`src/rtl/serial_adder_if.sv`:
```
// Operand/result bundle for the bit-serial adder: start/a/b in, busy/done/sum/cout out.
interface serial_adder_if #(
  parameter int WIDTH = 8
);
  logic             start;
  logic [WIDTH-1:0] a;
  logic [WIDTH-1:0] b;
  logic             busy;
  logic             done;
  logic [WIDTH-1:0] sum;
  logic             cout;

  modport master (output start, a, b, input busy, done, sum, cout);
  modport slave  (input start, a, b, output busy, done, sum, cout);
endinterface

```
`src/rtl/serial_adder.sv`:
```
// Bit-serial unsigned adder: one bit per clock, LSB first, through a two-half-adder
// full-adder cell and a carry flip-flop; result registered on the last RUN edge.
module serial_adder #(
  parameter int WIDTH = 8
) (
  input  logic           clk,
  input  logic           rst,
  serial_adder_if.slave  bus
);
  localparam int CW = $clog2(WIDTH);

  typedef enum logic [1:0] {IDLE = 2'd0, RUN = 2'd1, DONE = 2'd2} state_t;

  state_t            state_reg, state_next;
  logic [CW-1:0]     count_reg;
  logic [WIDTH-1:0]  a_reg, b_reg;
  // Only the WIDTH-1 previously produced sum bits need storing; the newest bit
  // is appended combinationally when the result is committed.
  logic [WIDTH-2:0]  partial_reg;
  logic              carry_reg;
  logic [WIDTH-1:0]  sum_reg;
  logic              cout_reg;

  logic              s1, c1, c2, bit_sum, carry_next;
  logic              last_bit;
  logic [WIDTH-1:0]  sum_next;
  logic              busy, done;

  // Full adder built from two half adders.
  assign s1         = a_reg[0] ^ b_reg[0];
  assign c1         = a_reg[0] & b_reg[0];
  assign bit_sum    = s1 ^ carry_reg;
  assign c2         = s1 & carry_reg;
  assign carry_next = c1 | c2;

  assign sum_next = {bit_sum, partial_reg};
  assign last_bit = (count_reg == CW'(WIDTH - 1));

  always_ff @(posedge clk or posedge rst) begin
    if (rst) begin
      state_reg <= IDLE;
    end else begin
      state_reg <= state_next;
    end
  end

  always_comb begin
    state_next = state_reg;
    case (state_reg)
      IDLE:    if (bus.start) state_next = RUN;
      RUN:     if (last_bit) state_next = DONE;
      DONE:    state_next = IDLE;
      default: state_next = IDLE;
    endcase
  end

  always_comb begin
    busy = (state_reg == RUN);
    done = (state_reg == DONE);
  end

  always_ff @(posedge clk or posedge rst) begin
    if (rst) begin
      count_reg   <= '0;
      a_reg       <= '0;
      b_reg       <= '0;
      partial_reg <= '0;
      carry_reg   <= 1'b0;
      sum_reg     <= '0;
      cout_reg    <= 1'b0;
    end else begin
      case (state_reg)
        IDLE: begin
          if (bus.start) begin
            a_reg     <= bus.a;
            b_reg     <= bus.b;
            carry_reg <= 1'b0;
            count_reg <= '0;
          end
        end
        RUN: begin
          partial_reg <= sum_next[WIDTH-1:1];
          a_reg       <= a_reg >> 1;
          b_reg       <= b_reg >> 1;
          carry_reg   <= carry_next;
          count_reg   <= count_reg + 1'b1;
          if (last_bit) begin
            sum_reg  <= sum_next;
            cout_reg <= carry_next;
          end
        end
        default: ;
      endcase
    end
  end

  assign bus.busy = busy;
  assign bus.done = done;
  assign bus.sum  = sum_reg;
  assign bus.cout = cout_reg;
endmodule

```
`src/flat_wrapper.sv`:
```
// flat-port wrapper written by rule: the top's interface ports become plain ports
module serial_adder_flat 
#(
  parameter int WIDTH = 8
)
  (clk, rst, bus_start, bus_a, bus_b, bus_busy, bus_done, bus_sum, bus_cout);
  serial_adder_if #(.WIDTH(WIDTH)) bus_i ();
  input  logic clk;
  input  logic rst;
  input wire logic [$bits(bus_i.start)-1:0] bus_start;
  input wire logic [$bits(bus_i.a)-1:0] bus_a;
  input wire logic [$bits(bus_i.b)-1:0] bus_b;
  output wire logic [$bits(bus_i.busy)-1:0] bus_busy;
  output wire logic [$bits(bus_i.done)-1:0] bus_done;
  output wire logic [$bits(bus_i.sum)-1:0] bus_sum;
  output wire logic [$bits(bus_i.cout)-1:0] bus_cout;
  assign bus_i.start = bus_start;
  assign bus_i.a = bus_a;
  assign bus_i.b = bus_b;
  assign bus_busy = bus_i.busy;
  assign bus_done = bus_i.done;
  assign bus_sum = bus_i.sum;
  assign bus_cout = bus_i.cout;
  serial_adder #(.WIDTH(WIDTH)) u_core (.clk(clk), .rst(rst), .bus(bus_i));
endmodule
```
`config.mk`:
```
export PLATFORM = sky130hd
export DESIGN_NAME = serial_adder_flat
export DESIGN_NICKNAME = d
export VERILOG_FILES = /design/src/rtl/serial_adder_if.sv /design/src/rtl/serial_adder.sv /design/src/flat_wrapper.sv
export SDC_FILE = /design/constraint.sdc
export NUM_CORES = 1
export LEC_CHECK = 0
export ABC_AREA = 1
export CAP_MARGIN = 0
export CORE_ASPECT_RATIO = 1.1
export CORE_MARGIN = 2
export CORE_UTILIZATION = 52
export DETAILED_ROUTE_END_ITERATION = 10
export PLACE_DENSITY = 0.75
export SLEW_MARGIN = 15
export SYNTH_ARGS = -nofsm -noshare
export SYNTH_HDL_FRONTEND = slang
export SYNTH_SLANG_ARGS = --single-unit
```
`constraint.sdc`:
```
create_clock -name clk -period 1.51 [get_ports clk]
set_input_delay 0.302 -clock clk [delete_from_list [all_inputs] [get_ports clk]]
set_output_delay 0.302 -clock clk [all_outputs]
set_load 0.01 [all_outputs]
```
==> reports/qor.yml <==
run_status:
  status: "finished clean"
timing:
  clock-skew-final_ns: 0.01257
  slew_viol_final: 0
  slew_headroom_pct: 86.37
  setup_slack_ns: 0.06399
  setup_tns_ns: 0
  setup_viol: 0
  fmax_mhz: 691.6
  period_minus_slack_ns: 1.446
  finalHoldViolCount: 0
  period_share_pct: 95.76
  hold_ws_ns: 0.2976
  tightestPinTransition_ns: 0.2045
die:
  fp.dieH_um: 66.38
  ioPinCount: 30
  rows: 22
  dieArea_sq_mm: 0.004029
  core_area_sq_mm: 0.003358
  die_width_um: 60.71
  initial_core_util_pct: 54.77
grt:
  grt_pass1_wl_mm: 5.934
  grt_pass1_vias: 1391
  grt_max_degree: 39
  grt-ovfl-total: 0
  antenna_found_initial: 0
  grt_usage_pct: 20.04
route:
  drcViolationCount: 0
  wl_mm: 3.494
  routedWlPerCell_um: 11.38
  drt-initial-drc-count: 81
  antenna_left: 0
  drt-pass1-iter-count: 4
  avgViaCountPerCell: 4.681
  vias: 1437
power_and_ir_drop:
  total_power_mw: 4.427
  comb_power_share_pct: 47.5
  clockPowerShare_pct: 12.4
  switching_share_pct: 40.44
  vdd_drop_max_v: 0.0009439
  p_switching_mw: 1.791
  power.density_mw_per_mm2: 1938
  intPower_mw: 2.637
  p_leak_nw: 1.255
  pwr-share-seq_pct: 40.1
job:
  maxCapViolCount: 0
critical_path:
  critPathTopFamily: "flip-flops"
  worstPathRequired_ns: 1.21
  reg2reg_depth: 8
  cp.depth: 3
  worst-path-buf-inv: 2
  slowest_stage: "dfrtp_1"
  path_class: "flip-flop to output pin"
  path_cells: "buf_6 -> nor2_4 -> buf_2"
  startpoint_type: "flip-flop"
  cp.arrival_ns: 1.14
  cp_max_fo: 3
  slowest_delay_ns: 0.44
  end_kind: "output pin"
clock_tree:
  numClockSinks: 38
  path_clk_slew_ns: 0.12
  htreeDepth: 2
  cts_tree: "done"
  root_buffer: "clkbuf_4"
  cts_buffers: 5
  clock_latency_ns: 0.34
  clockBufferDepth: 2
finish:
  final_cell_count_no_fill: 307
  drive_gt1_share_pct: 14.29
  syn_to_final_growth_pct: 24.22
  antenna_cells: 0
  fill_cells: 307
  nets: 280
synth:
  yosysSeqAreaShare_pct: 51.70
  avgSynthCellArea_sq_um: 8.398
  synthCells: 219
  synth.distinct_cells: 18
  yosysWarningCount: 0
  postSynthNetCount: 241
  syn_area_sq_mm: 0.001839
  yosys_register_bits: 38
place:
  gp_congestion: 0.7905
  dp_hpwl_mm: 2.405
  numPortBuffers: 29
  placed_cells: 296
  dp_slack_ns: 0.004216
worst_hold_path:
  hp-class: "primary input to asynchronous set/reset pin"
## cell usage after synthesis
cell type	instances	area share, %
nand2_1	73	15
inv_1	39	8.0
dfrtp_1	38	52
nand3_1	29	7.9
o21ai_0	10	2.7
o21ai_2	7	3.3
buf_6	5	3.1
buf_2	3	0.82
ha_1	2	1.4
inv_4	2	0.68
nand2_2	2	0.68
nand2_4	2	1.2
nor2_1	2	0.41
a21oi_1	1	0.27
buf_4	1	0.41
fa_1	1	1.1
nor2_4	1	0.61
o21ai_4	1	0.88
## per-stage QoR
stage,utilization [%],instance area (sq um)
CTS,66.95,2248
floorplan,-,1839
detailed placement,65.24,2191
finish,68.03,2285
global placement,65.24,2191
global route,68.03,2285
## worst register-to-register path, cell delays in order, from the launching register on
cell and delay [ns]:
dfrtp_1 0.42, buf_4 0.15, inv_4 0.06, buf_6 0.18
nand2_4 0.10, buf_4 0.19, nand2_1 0.07, nand3_1 0.09
nand2_1 0.07
## final cells by class
cell class	count	area, sq um	share of cell area (%)
clock buffer	7	55.05	2.410
timing repair buffer	41	391.6	17.14
sequential	38	950.9	41.62
tap	48	60.06	2.629
multi-input combinational	131	663.1	29.03
clock inverter	1	5.005	0.2191
inverter	41	158.9	6.955
## power by group through the flow
stage / logic [mW] / registers [mW] / clock network, mW
6_report: 2.10 / 1.77 / 0.550
5_1_grt: 2.37 / 1.84 / 0.632
4_1_cts: 2.07 / 1.77 / 0.570
3_5_place_dp: 2.12 / 1.80 / 0
3_3_place_gp: 2.03 / 1.79 / 0
2_1_floorplan: 1.45 / 1.80 / 0
## cell families (layout without fill, tap and decap cells)
group | count (synthesis) | after routing | synth area share [%]
buf+inv | 50 | 90 | 12.92
fa+ha+maj | 3 | 3 | 2.449
flops | 38 | 38 | 51.70
compound gates | 19 | 19 | 7.211
simple gates | 109 | 109 | 25.71
## final timing paths
| kind | startpoint | endpoint | slack, ns |
|---|---|---|---|
| worst max-delay path | u_core.state_reg[0] | bus_done | 0.06 |
| worst min-delay path | rst | u_core.a_reg[1] | 0.30 |
| worst max register to register | u_core.state_reg[1] | u_core.b_reg[0] | 0.12 |
| worst min register to register | u_core.bus.sum[5] | u_core.bus.sum[5] | 0.49 |
| max in group asynchronous | rst | u_core.carry_reg | 1.02 |
| min in group clk | u_core.bus.sum[5] | u_core.bus.sum[5] | 0.49 |
## metal layers
layer  up-vias  track usage, %  share of wire (%)
li1        741               -                  -
met1       658           24.26                 45
met2        31           33.87                 48
met3         7           6.067                5.6
met4         0           5.978                1.3
met5         -               0                  0
## placed cells by master (no fill, tap or decap), types with 3 or more instances in the layout
cell type,count
nand2_1,73
o21ai_0,10
dfrtp_1,38
clkbuf_4,5
inv_1,39
nand2_4,3
dlygate4sd2_1,9
buf_4,8
o21ai_2,7
clkdlybuf4s50_1,18
nand3_1,29
## what timing repair did
action,4_1_cts,5_1_grt
pin swaps,0,1
endpoints found under the setup margin,11,21
resized for setup,14,7
cloned,0,0
hold buffers,0,0
buffers inserted,2,1
(Power assumes the default switching activity.)
